===== src/rtl/axi_lite_master.sv =====
// axi_lite_master: single-outstanding AXI4-Lite master that turns a cmd/rsp handshake into AR/R or AW/W/B transactions.
// Define AXIL_MASTER_PARALLEL_AW_W_EN to issue AW and W together instead of AW followed by W.
module axi_lite_master #(
    parameter int unsigned ADDR_WIDTH = 12,
    parameter int unsigned DATA_WIDTH = 32
) (
    input  logic                  aclk,
    input  logic                  areset_n,
    input  logic                  cmd_valid,
    output logic                  cmd_ready,
    input  logic                  cmd_write,
    input  logic [ADDR_WIDTH-1:0] cmd_addr,
    input  logic [DATA_WIDTH-1:0] cmd_wdata,
    output logic                  rsp_valid,
    input  logic                  rsp_ready,
    output logic                  rsp_write,
    output logic [DATA_WIDTH-1:0] rsp_rdata,
    output logic [1:0]            rsp_resp,
    output logic [ADDR_WIDTH-1:0] araddr,
    output logic                  arvalid,
    input  logic                  arready,
    input  logic [DATA_WIDTH-1:0] rdata,
    input  logic [1:0]            rresp,
    input  logic                  rvalid,
    output logic                  rready,
    output logic [ADDR_WIDTH-1:0] awaddr,
    output logic                  awvalid,
    input  logic                  awready,
    output logic [DATA_WIDTH-1:0] wdata,
    output logic                  wvalid,
    input  logic                  wready,
    input  logic [1:0]            bresp,
    input  logic                  bvalid,
    output logic                  bready,
    output logic [15:0]           rd_count,
    output logic [15:0]           wr_count
);

    typedef enum logic [2:0] {
        S_IDLE, S_RADDR, S_RDATA, S_WADDR, S_WDATA, S_WRESP, S_RSP
    } state_e;

    state_e                state_q, state_d;
    logic [ADDR_WIDTH-1:0] addr_q, addr_d;
    logic [DATA_WIDTH-1:0] wdata_q, wdata_d;
    logic                  write_q, write_d;
    logic                  cmd_ready_q, cmd_ready_d;
    logic                  arvalid_q, arvalid_d;
    logic                  rready_q, rready_d;
    logic                  awvalid_q, awvalid_d;
    logic                  wvalid_q, wvalid_d;
    logic                  bready_q, bready_d;
    logic                  rsp_valid_q, rsp_valid_d;
    logic [DATA_WIDTH-1:0] rsp_rdata_q, rsp_rdata_d;
    logic [1:0]            rsp_resp_q, rsp_resp_d;
    logic [15:0]           rd_count_q, rd_count_d;
    logic [15:0]           wr_count_q, wr_count_d;
`ifdef AXIL_MASTER_PARALLEL_AW_W_EN
    logic                  aw_done_q, aw_done_d;
    logic                  w_done_q, w_done_d;
    logic                  aw_done_n, w_done_n;
`endif

    always_comb begin
        state_d     = state_q;
        addr_d      = addr_q;
        wdata_d     = wdata_q;
        write_d     = write_q;
        cmd_ready_d = cmd_ready_q;
        arvalid_d   = arvalid_q;
        rready_d    = rready_q;
        awvalid_d   = awvalid_q;
        wvalid_d    = wvalid_q;
        bready_d    = bready_q;
        rsp_valid_d = rsp_valid_q;
        rsp_rdata_d = rsp_rdata_q;
        rsp_resp_d  = rsp_resp_q;
        rd_count_d  = rd_count_q;
        wr_count_d  = wr_count_q;
`ifdef AXIL_MASTER_PARALLEL_AW_W_EN
        aw_done_d   = aw_done_q;
        w_done_d    = w_done_q;
        aw_done_n   = aw_done_q | (awvalid_q & awready);
        w_done_n    = w_done_q | (wvalid_q & wready);
`endif
        // Every valid/ready is set on entry to the state that owns it, so outputs stay registered.
        case (state_q)
            S_IDLE: begin
                if (cmd_valid && cmd_ready_q) begin
                    addr_d      = cmd_addr;
                    wdata_d     = cmd_wdata;
                    write_d     = cmd_write;
                    cmd_ready_d = 1'b0;
                    if (cmd_write) begin
                        state_d   = S_WADDR;
                        awvalid_d = 1'b1;
`ifdef AXIL_MASTER_PARALLEL_AW_W_EN
                        wvalid_d  = 1'b1;
                        aw_done_d = 1'b0;
                        w_done_d  = 1'b0;
`endif
                    end else begin
                        state_d   = S_RADDR;
                        arvalid_d = 1'b1;
                    end
                end
            end
            S_RADDR: begin
                if (arready) begin
                    arvalid_d = 1'b0;
                    rready_d  = 1'b1;
                    state_d   = S_RDATA;
                end
            end
            S_RDATA: begin
                if (rvalid) begin
                    rready_d    = 1'b0;
                    rsp_rdata_d = rdata;
                    rsp_resp_d  = rresp;
                    rd_count_d  = rd_count_q + 16'd1;
                    rsp_valid_d = 1'b1;
                    state_d     = S_RSP;
                end
            end
`ifdef AXIL_MASTER_PARALLEL_AW_W_EN
            S_WADDR: begin
                if (awvalid_q && awready) awvalid_d = 1'b0;
                if (wvalid_q && wready)   wvalid_d  = 1'b0;
                aw_done_d = aw_done_n;
                w_done_d  = w_done_n;
                if (aw_done_n && w_done_n) begin
                    aw_done_d = 1'b0;
                    w_done_d  = 1'b0;
                    bready_d  = 1'b1;
                    state_d   = S_WRESP;
                end
            end
`else
            S_WADDR: begin
                if (awready) begin
                    awvalid_d = 1'b0;
                    wvalid_d  = 1'b1;
                    state_d   = S_WDATA;
                end
            end
`endif
            S_WDATA: begin
                if (wready) begin
                    wvalid_d = 1'b0;
                    bready_d = 1'b1;
                    state_d  = S_WRESP;
                end
            end
            S_WRESP: begin
                if (bvalid) begin
                    bready_d    = 1'b0;
                    rsp_rdata_d = '0;
                    rsp_resp_d  = bresp;
                    wr_count_d  = wr_count_q + 16'd1;
                    rsp_valid_d = 1'b1;
                    state_d     = S_RSP;
                end
            end
            S_RSP: begin
                if (rsp_ready) begin
                    rsp_valid_d = 1'b0;
                    cmd_ready_d = 1'b1;
                    state_d     = S_IDLE;
                end
            end
            default: begin
                state_d     = S_IDLE;
                cmd_ready_d = 1'b0;
                arvalid_d   = 1'b0;
                rready_d    = 1'b0;
                awvalid_d   = 1'b0;
                wvalid_d    = 1'b0;
                bready_d    = 1'b0;
                rsp_valid_d = 1'b0;
            end
        endcase
        // cmd_ready is low during reset and rises on the first clock in IDLE.
        if (state_d == S_IDLE) cmd_ready_d = 1'b1;
    end

    always_ff @(posedge aclk or negedge areset_n) begin
        if (!areset_n) begin
            state_q     <= S_IDLE;
            addr_q      <= '0;
            wdata_q     <= '0;
            write_q     <= 1'b0;
            cmd_ready_q <= 1'b0;
            arvalid_q   <= 1'b0;
            rready_q    <= 1'b0;
            awvalid_q   <= 1'b0;
            wvalid_q    <= 1'b0;
            bready_q    <= 1'b0;
            rsp_valid_q <= 1'b0;
            rsp_rdata_q <= '0;
            rsp_resp_q  <= '0;
            rd_count_q  <= '0;
            wr_count_q  <= '0;
`ifdef AXIL_MASTER_PARALLEL_AW_W_EN
            aw_done_q   <= 1'b0;
            w_done_q    <= 1'b0;
`endif
        end else begin
            state_q     <= state_d;
            addr_q      <= addr_d;
            wdata_q     <= wdata_d;
            write_q     <= write_d;
            cmd_ready_q <= cmd_ready_d;
            arvalid_q   <= arvalid_d;
            rready_q    <= rready_d;
            awvalid_q   <= awvalid_d;
            wvalid_q    <= wvalid_d;
            bready_q    <= bready_d;
            rsp_valid_q <= rsp_valid_d;
            rsp_rdata_q <= rsp_rdata_d;
            rsp_resp_q  <= rsp_resp_d;
            rd_count_q  <= rd_count_d;
            wr_count_q  <= wr_count_d;
`ifdef AXIL_MASTER_PARALLEL_AW_W_EN
            aw_done_q   <= aw_done_d;
            w_done_q    <= w_done_d;
`endif
        end
    end

    assign cmd_ready = cmd_ready_q;
    assign rsp_valid = rsp_valid_q;
    assign rsp_write = write_q;
    assign rsp_rdata = rsp_rdata_q;
    assign rsp_resp  = rsp_resp_q;
    assign araddr    = addr_q;
    assign arvalid   = arvalid_q;
    assign rready    = rready_q;
    assign awaddr    = addr_q;
    assign awvalid   = awvalid_q;
    assign wdata     = wdata_q;
    assign wvalid    = wvalid_q;
    assign bready    = bready_q;
    assign rd_count  = rd_count_q;
    assign wr_count  = wr_count_q;

endmodule


===== config.mk =====
export PLATFORM = sky130hd
export DESIGN_NAME = axi_lite_master
export DESIGN_NICKNAME = d
export VERILOG_FILES = /design/src/rtl/axi_lite_master.sv
export SDC_FILE = /design/constraint.sdc
export NUM_CORES = 1
export LEC_CHECK = 0
export CAP_MARGIN = 20
export CORE_ASPECT_RATIO = 0.9
export CORE_MARGIN = 3
export CORE_UTILIZATION = 45
export DETAILED_ROUTE_END_ITERATION = 10
export PLACE_DENSITY = 0.85
export SLEW_MARGIN = 20
export SYNTH_ARGS = -nofsm -noshare
export SYNTH_HDL_FRONTEND = slang
export SYNTH_SLANG_ARGS = --single-unit

===== constraint.sdc =====
create_clock -name aclk -period 4.5 [get_ports aclk]
set_input_delay 0.45 -clock aclk [delete_from_list [all_inputs] [get_ports aclk]]
set_output_delay 0.45 -clock aclk [all_outputs]
set_load 0.02 [all_outputs]

# Word level (Yosys, flattened, before mapping)
# Cells that the tools add are included.
# Widths: inputs -> output; s select.
[word_totals] n_memories=0 romBits=0 out_inout_bits=130 in_bits=90 mem_bits_rw=0 reg_bits=121 latch_bits=0
[classes] eq_ne=18 n_lt_le_gt_ge=0 n_mul=0 div=0 n_bitwise=6 add_sub_neg=2 shifts=0 mux=40 reduce_logical=22
[ops] op="$mux 32" count=2
[ops] op="$pmux 32 s2" count=1
[ops] op="$add 16x1->16 const B" count=2
[ops] op="$reduce_or 5->1" count=6
[ops] op="$mux 3" count=7
[ops] op="$pmux 3 s7" count=1
[ops] op="$mux 1" count=18
[ops] op="$ne 2x2->1 const B" count=9
[ops] op="$pmux 1 s3" count=6
[ops] op="$reduce_and 3->1" count=5
[ops] op="$reduce_and 4->1" count=3
[ops] op="$eq 3x3->1 const B" count=3
[ops] op="$eq 3x2->1 const B" count=2
[ops] op="$logic_not 3->1" count=2
[ops] op="$mux 2" count=3
[ops] op="$ne 3x3->1 const B" count=2
[ops] op="$not 1->1" count=6
[ops] op="$reduce_and 2->1" count=3
[ops] op="$pmux 1 s4" count=1
[ops] op="$pmux 2 s2" count=1
[ops] op="$reduce_or 4->1" count=1
[ops] op="$eq 3x1->1 const B" count=1
[ops] op="$ne 2x1->1 const B" count=1
[ops] op="$reduce_bool 2->1" count=1
[ops] op="$logic_and 1x1->1" count=1

# Depth between registers and ports, before layout
# Gate-level depths: netlist of run 1.
[depth] depth_word=6 ltp_mapped=8 ltp_nobuf=4

# Worst setup path after synthesis of run 1
# Ideal clock, no wire load.
[synth_path] path_kind="reg-to-reg" startpoint="reg state_q[2]" endpoint="reg addr_q[10], in the netlist araddr[10]" setup_slack_ps=2491 arrival_time_ps=1884 t_required_ps=4375 period_less_slack_ps=2009 n_path_buf=4 stages_incl_launch_ff=8 cell_sequence="dfrtp_1 > buf_6 > or3b_1 > or3b_1 > clkbuf_1 > buf_6 > buf_6 > mux2_4"
[synth_between] elab_chain_len=2
[synth_lines] element="from (decl)" line_no="43" text="state_e state_q, state_d;"
[synth_lines] element="from (signal assigned)" line_no="208" text="state_q <= state_d;"
[synth_lines] element="$logic_not 3->1" line_no="87" text="case (state_q)"
[synth_lines] element="$reduce_and 2->1 (no line)"
[synth_lines] element="to (signal assigned)" line_no="209" text="addr_q <= addr_d;"
[synth_lines] element="to (decl)" line_no="44" text="logic [ADDR_WIDTH-1:0] addr_q, addr_d;"
# Every way passes these cells.
# A chain may end at the register's enable or synchronous reset.

# Worst setup path in the final report of run 1
[layout_path] startpoint="reg state_q[0]" endpoint="reg addr_q[0], in the netlist araddr[0]"
# Same word-level chain as after synthesis.

==> results of run 1 <==
## placed cells by master, fill, tap and decap left out, types with 10 or more instances in the layout
cell type / instances
clkdlybuf4s50_1: 218
a22o_1: 32
xnor2_1: 20
clkbuf_16: 17
nand3_1: 15
xor2_1: 10
mux2_2: 37
nand2_1: 23
dfrtp_1: 121
nor2_1: 14
## through the flow
stage               area (um^2)  hold WS [ns]  std cells  total power (uW)
global placement           7150         0.459        699              4130
detailed placement         7160         0.463        699              4210
CTS                        7740         0.250        730              5570
floorplan                  4960         0.154        382              3090
global route               7740         0.268        730              5770
finish                     7740         0.200        730              5520
## path summary, 6_finish.rpt
kind                            cells after the start  slack (ns)                  endpoint
worst max-delay path                                4        1.83     araddr[0]$_DFFE_PN0P_
max in group asynchronous                           2        3.16  rsp_rdata[3]$_DFFE_PN0P_
worst min register to register                      1        0.47  rd_count[15]$_DFFE_PN0P_
worst min-delay path                                1        0.20  rd_count[12]$_DFFE_PN0P_
worst max register to register                      4        1.83     araddr[0]$_DFFE_PN0P_
min in group aclk                                   1        0.47  rd_count[15]$_DFFE_PN0P_
## flip-flops by register name, summed over array words and instances (netlist names), 2 cells and up
name / count
rd_count: 16
wr_count: 16
state_q: 3
rsp_rdata: 32
wdata: 32
araddr: 12
rsp_resp: 2
## logic make-up after synthesis
kind of cell,after synthesis,share of synthesized area (%)
flip-flops,121,61.0
AND/OR/NAND/NOR,85,8.67
AO/OA/AOI/OAI,60,9.40
multiplexers,45,10.7
buffers and inverters,39,4.39
adder cells (fa/ha/maj),2,0.504
XOR/XNOR,30,5.29
## layer usage
metal  part of all wire, %  up-vias  wire [um]  GRT usage, %
li1                      -     1761          -             -
met1                    39     1897       5290          25.5
met2                    51      165       6990          38.5
met3                   8.7       22       1180          8.78
met4                   1.3        0        176          5.90
met5                     0        -          0             0
## power groups by stage
| stage | Clock [uW] | Combinational (uW) | Sequential [uW] |
|---|---|---|---|
| final | 1330 | 2350 | 1830 |
| after detailed placement | 0 | 2370 | 1840 |
| after floorplan | 0 | 868 | 2220 |
| after global placement | 0 | 2320 | 1810 |
| after global routing | 1400 | 2480 | 1890 |
| after CTS | 1350 | 2380 | 1830 |
## final cells by class
type	instances	area [um^2]
Clock buffer	24	492
Clock inverter	7	91.3
Fill cell	731	2770
Inverter	5	18.8
Multi-Input combinational cell	222	1740
Sequential cell	121	3030
Tap cell	129	161
Timing Repair Buffer	222	2210
==> results by group, run 1 <==
Run status
  • Outcome: finished clean

STA
  • Fin. max-slew vios: 0
  • Final hold vios: 0
  • Final worst slack: 1.83 ns
  • Max Freq: 0.374 GHz
  • Layout Skew: 0.00772 ns
  • Min Tclk post-route: 2.67 ns
  • Final period util: 59.4%
  • Slew HR: 34.3%
  • Unrepaired setup endpoints after global routing: false
  • Setup TNS: 0 ns
  • Setup violators final: 0
  • Slew @ Worst Pin: 0.985 ns

Power
  • Sw Share: 34.6%
  • Power per Cell Area: 713 nW/um^2
  • VDD IR max: 0.465 mV
  • Gate power share: 42.7%
  • Clk pwr share: 24.1%
  • Pleak: 0.00340 uW
  • Part of the power in registers: 33.2%
  • Cell Int Power: 3610 uW
  • Sw power: 1910 uW

Cells and area
  • Synthesis-to-finish area growth: 56.0%
  • Layout cells sized above 1: 13.5%
  • Fin util: 73.7%
  • Diode count: 0
  • Final net count: 681

Clock network
  • Total CTS buffers: 17
  • Register clock-pin slew on the reported worst setup and hold paths: 0.05 ns
  • CTS Root Cell: clkbuf_16
  • Postcts setup bufs: 0
  • Hold-fix buffers at CTS: 0
  • CTS tree: built
  • Clock buffer depth: 2
  • Worst-Skew Late Latency: 0.40 ns
  • Post-CTS sizing: 0
  • CTS H-tree depth: 4
  • CTS Sinks: 121

Detailed routing
  • DRC violations left: 0
  • Routed wire length: 13.6 mm
  • Antenna Nets Post-Route: 0
  • Via count: 3845
  • Vias per cell: 5.27
  • First drt pass iteration count: 4
  • WL/cell: 18.7 um
  • Initial DRC count: 257

Synthesis
  • Syn_nets: 474
  • Cell count after synthesis: 382
  • Yosys top cell area share: 61.0%
  • EDFF count, synth: 0
  • Main flop type after synthesis: dfrtp_1
  • Top cells by count, synth: dfrtp_1, mux2_2, a22o_1
  • Sequential area share after synthesis: 61.0%
  • Main area contributors after synthesis: dfrtp_1, mux2_2, a22o_1, xnor2_1, mux2_4
  • Synth Area per Inst: 13.0 um^2
  • Ys async rst share: 100%
  • Top-count cell post-synth: dfrtp_1
  • Cell taking the most area after synthesis: dfrtp_1
  • #FFs+latches synth: 121
  • Cell Area, Synth: 4960 um^2
  • Ys Warns: 0
  • Yosys cell types: 43

Global route
  • Initial antenna violation count: 0
  • First-pass GRT wire length: 21.0 mm
  • Vias in the first global route: 3994
  • GR Overflow Total: 0
  • Pin count of the biggest net entering global routing: 81
  • Global router's overall resource usage: 22.3%

Worst setup path
  • CP Cell Sequence: or3b_1 -> or3b_2 -> buf_4 -> mux2_2
  • Crit-path max FO: 30
  • Crit path launch: state_q[0]$_DFF_PN0_
  • Slowest cell delay on critical path: 0.75 ns
  • Worst R2R Start: state_q[0]$_DFF_PN0_
  • Critical Setup Path Class: register to register
  • Slowest CP cell: or3b_2
  • CP Capture Type: register
  • Worst EP required: 4.77 ns
  • Worst path top cell family by delay: simple AND/OR/NAND/NOR gates
  • Critical path arrival: 2.94 ns
  • Critical path buffer and inverter count: 1
  • CP startpoint kind: register

Die
  • Row cnt: 35
  • CORE AREA: 10500 um^2
  • Die area: 12300 um^2
  • Die height: 106 um
  • Ports: 220
  • Initial Util: 47.2%
  • Die width: 117 um

Hold path
  • Hold/Removal Path Class: input port to async pin

Placement
  • Pre-CTS setup slack: 1.63 ns
  • GPL Wtd Cong: 0.799
  • HPWL Detailed: 9.93 mm
  • I/O Buffers: 219

Flow run
  • Max-cap violations: 0
No activity file was read; power rests on OpenSTA's default activity.
==> run 2: changes to the inputs <==
Settings changed: CORE_UTILIZATION 45 to 42, PLACE_DENSITY 0.85 to 0.8.
Clock period 4.5 ns to 2.6 ns, I/O delays scaled along.
==> run 2 against run 1 <==
Effect of this change: clock power increased by 79%; die area increased by 6.8%; via count increased by 0.23%; power increased by 75%; combinational power increased by 80%; cell count increased by 5.1%; critical path depth unchanged; first-iteration DRC count increased by 1.2%; critical path type unchanged; critical endpoint is now araddr[7]$_DFFE_PN0P_.
==> results by group, run 2 (synthesis results as in run 1) <==
Cells and area
  • Layout cells sized above 1: 14.9% (+1.4 points)
  • Fin util: 68.7% (-4.9 points)
  • Commonest cells after routing, fill and taps aside: clkdlybuf4s50_1, dfrtp_1, mux2_2
  • Synthesis-to-finish area growth: 59.0%
  • Layout Cells excl Fill: 767 (+5.1%)
  • Final net count: 690 (+1.3%)
  • Final Instance Area: 7890 um^2 (+1.9%)
  • Most common library cell in the layout ignoring fill and taps: clkdlybuf4s50_1
  • Diode count: 0 (unchanged)

STA
  • Unrepaired setup endpoints after global routing: false
  • Slew HR: 59.3% (+25 points)
  • Fin. max-slew vios: 0 (unchanged)
  • Max Freq: 0.509 GHz (+36%)
  • Final period util: 75.6% (+16 points)
  • Min Tclk post-route: 1.96 ns (-0.708 ns)
  • Slew @ Worst Pin: 0.604 ns (-0.381 ns)
  • Final hold vios: 0 (unchanged)
  • Layout Skew: 0.00822 ns (+0.000504 ns)
  • Setup violators final: 0 (unchanged)
  • Setup TNS: 0 ns (unchanged)

Die
  • Ports: 220 (unchanged)
  • Row cnt: 37 (+5.7%)
  • Die area: 13200 um^2 (+6.8%)
  • CORE AREA: 11500 um^2 (+9.2%)
  • Initial Util: 43.2% (-4.0 points)
  • Die height: 109 um (+3.3%)
  • Die width: 121 um (+3.3%)

Worst setup path
  • CP Capture Type: register
  • Worst EP required: 2.88 ns (-1.89 ns)
  • Crit-path max FO: 37 (+23%)
  • Critical path arrival: 2.25 ns (-0.69 ns)
  • CP startpoint kind: register
  • Critical Setup Path Class: register to register

Placement
  • Placed inst area: 7270 um^2 (+1.6%)
  • HPWL Detailed: 9.27 mm (-6.7%)
  • Placed Instances: 734 (+5.0%)
  • I/O Buffers: 219 (unchanged)
  • GPL Wtd Cong: 0.777 (-2.7%)

Run status
  • Outcome: finished clean

Global route
  • Pin count of the biggest net entering global routing: 57 (-30%)
  • GR Overflow Total: 0 (unchanged)
  • First-pass GRT wire length: 20.0 mm (-4.9%)
  • Initial antenna violation count: 0 (unchanged)
  • Vias in the first global route: 3899 (-2.4%)
  • Global router's overall resource usage: 19.4% (-2.9 points)

Detailed routing
  • WL/cell: 16.7 um (-10%)
  • Via count: 3854 (+0.23%)
  • Initial DRC count: 260 (+1.2%)
  • Vias per cell: 5.02 (-4.6%)
  • DRC violations left: 0 (unchanged)
  • Antenna Nets Post-Route: 0 (unchanged)
  • First drt pass iteration count: 4 (unchanged)
  • Routed wire length: 12.8 mm (-6.0%)

Flow run
  • Max-cap violations: 0 (unchanged)

Power
  • VDD IR max: 0.649 mV (+40%)
  • Power per Cell Area: 1220 nW/um^2 (+72%)
  • Pleak: 0.00346 uW (+1.7%)

Clock network
  • CTS tree: built
  • CTS Root Cell: clkbuf_16
  • Total CTS buffers: 17 (unchanged)
  • CTS Sinks: 121 (unchanged)
  • Register clock-pin slew on the reported worst setup and hold paths: 0.06 ns (about the same)
  • Post-CTS sizing: 0 (unchanged)
  • CTS H-tree depth: 4 (unchanged)
  • Clock buffer depth: 2 (unchanged)
  • Worst-Skew Late Latency: 0.40 ns (about the same)

Hold path
  • Hold/Removal Path Class: input port to async pin
## run 2: final cells by class
class	count	area, um^2
Clock buffer	21	460
Tap cell	156	195
Timing Repair Buffer	231	2310
Multi-Input combinational cell	222	1730
Clock inverter	11	146
Sequential cell	121	3030
Fill cell	857	3590
Inverter	5	18.8
## run 2: per-layer routing
metal	track usage, %	wire length [um]	up-vias
li1	-	-	1774
met5	0	0	-
met4	5.34	96	0
met3	6.90	972	13
met1	23.1	5130	1911
met2	33.4	6630	156
## run 2: stage by stage
stage | hold WS [ns] | power (uW) | setup slack [ns]
2_1_floorplan | -0.0356 | 5350 | 0.591
3_3_place_gp | 0.304 | 7200 | 0.347
3_5_place_dp | 0.312 | 7320 | 0.319
4_1_cts | 0.415 | 9750 | 0.645
5_1_grt | 0.451 | 10100 | 0.527
6_report | 0.400 | 9670 | 0.636
## run 2: timing repair
action                     in CTS  in global routing
hold buffers                    1                  0
hold endpoints to repair       46                  0
setup buffers                   0                  0
setup endpoints to repair       0                  0
## run 2: report_power, final
group	switching (uW)	leakage (uW)	total, uW	internal (uW)
Combinational	2020	0.00165	4230	2210
Sequential	460	0.00151	3050	2590
Clock	828	0.000293	2380	1560
## run 2: final timing paths
| kind | startpoint | endpoint | slack [ns] | cells past startpoint |
|---|---|---|---|---|
| hold / removal | areset_n | wr_count[5]$_DFFE_PN0P_ | 0.40 | 2 |
| setup / recovery | state_q[0]$_DFF_PN0_ | araddr[7]$_DFFE_PN0P_ | 0.64 | 4 |
| setup reg to reg | state_q[0]$_DFF_PN0_ | araddr[7]$_DFFE_PN0P_ | 0.64 | 4 |
| max in group asynchronous | areset_n | rd_count[2]$_DFFE_PN0P_ | 1.49 | 3 |
| min in group aclk | rd_count[15]$_DFFE_PN0P_ | rd_count[15]$_DFFE_PN0P_ | 0.46 | 1 |
| hold reg to reg | rd_count[15]$_DFFE_PN0P_ | rd_count[15]$_DFFE_PN0P_ | 0.46 | 1 |
## run 2: critical path: stages (launching register included)
cell	delay, ns
dfrtp_1	0.37
or3b_1	0.39
or3b_2	0.55
buf_12	0.21
mux2_2	0.29
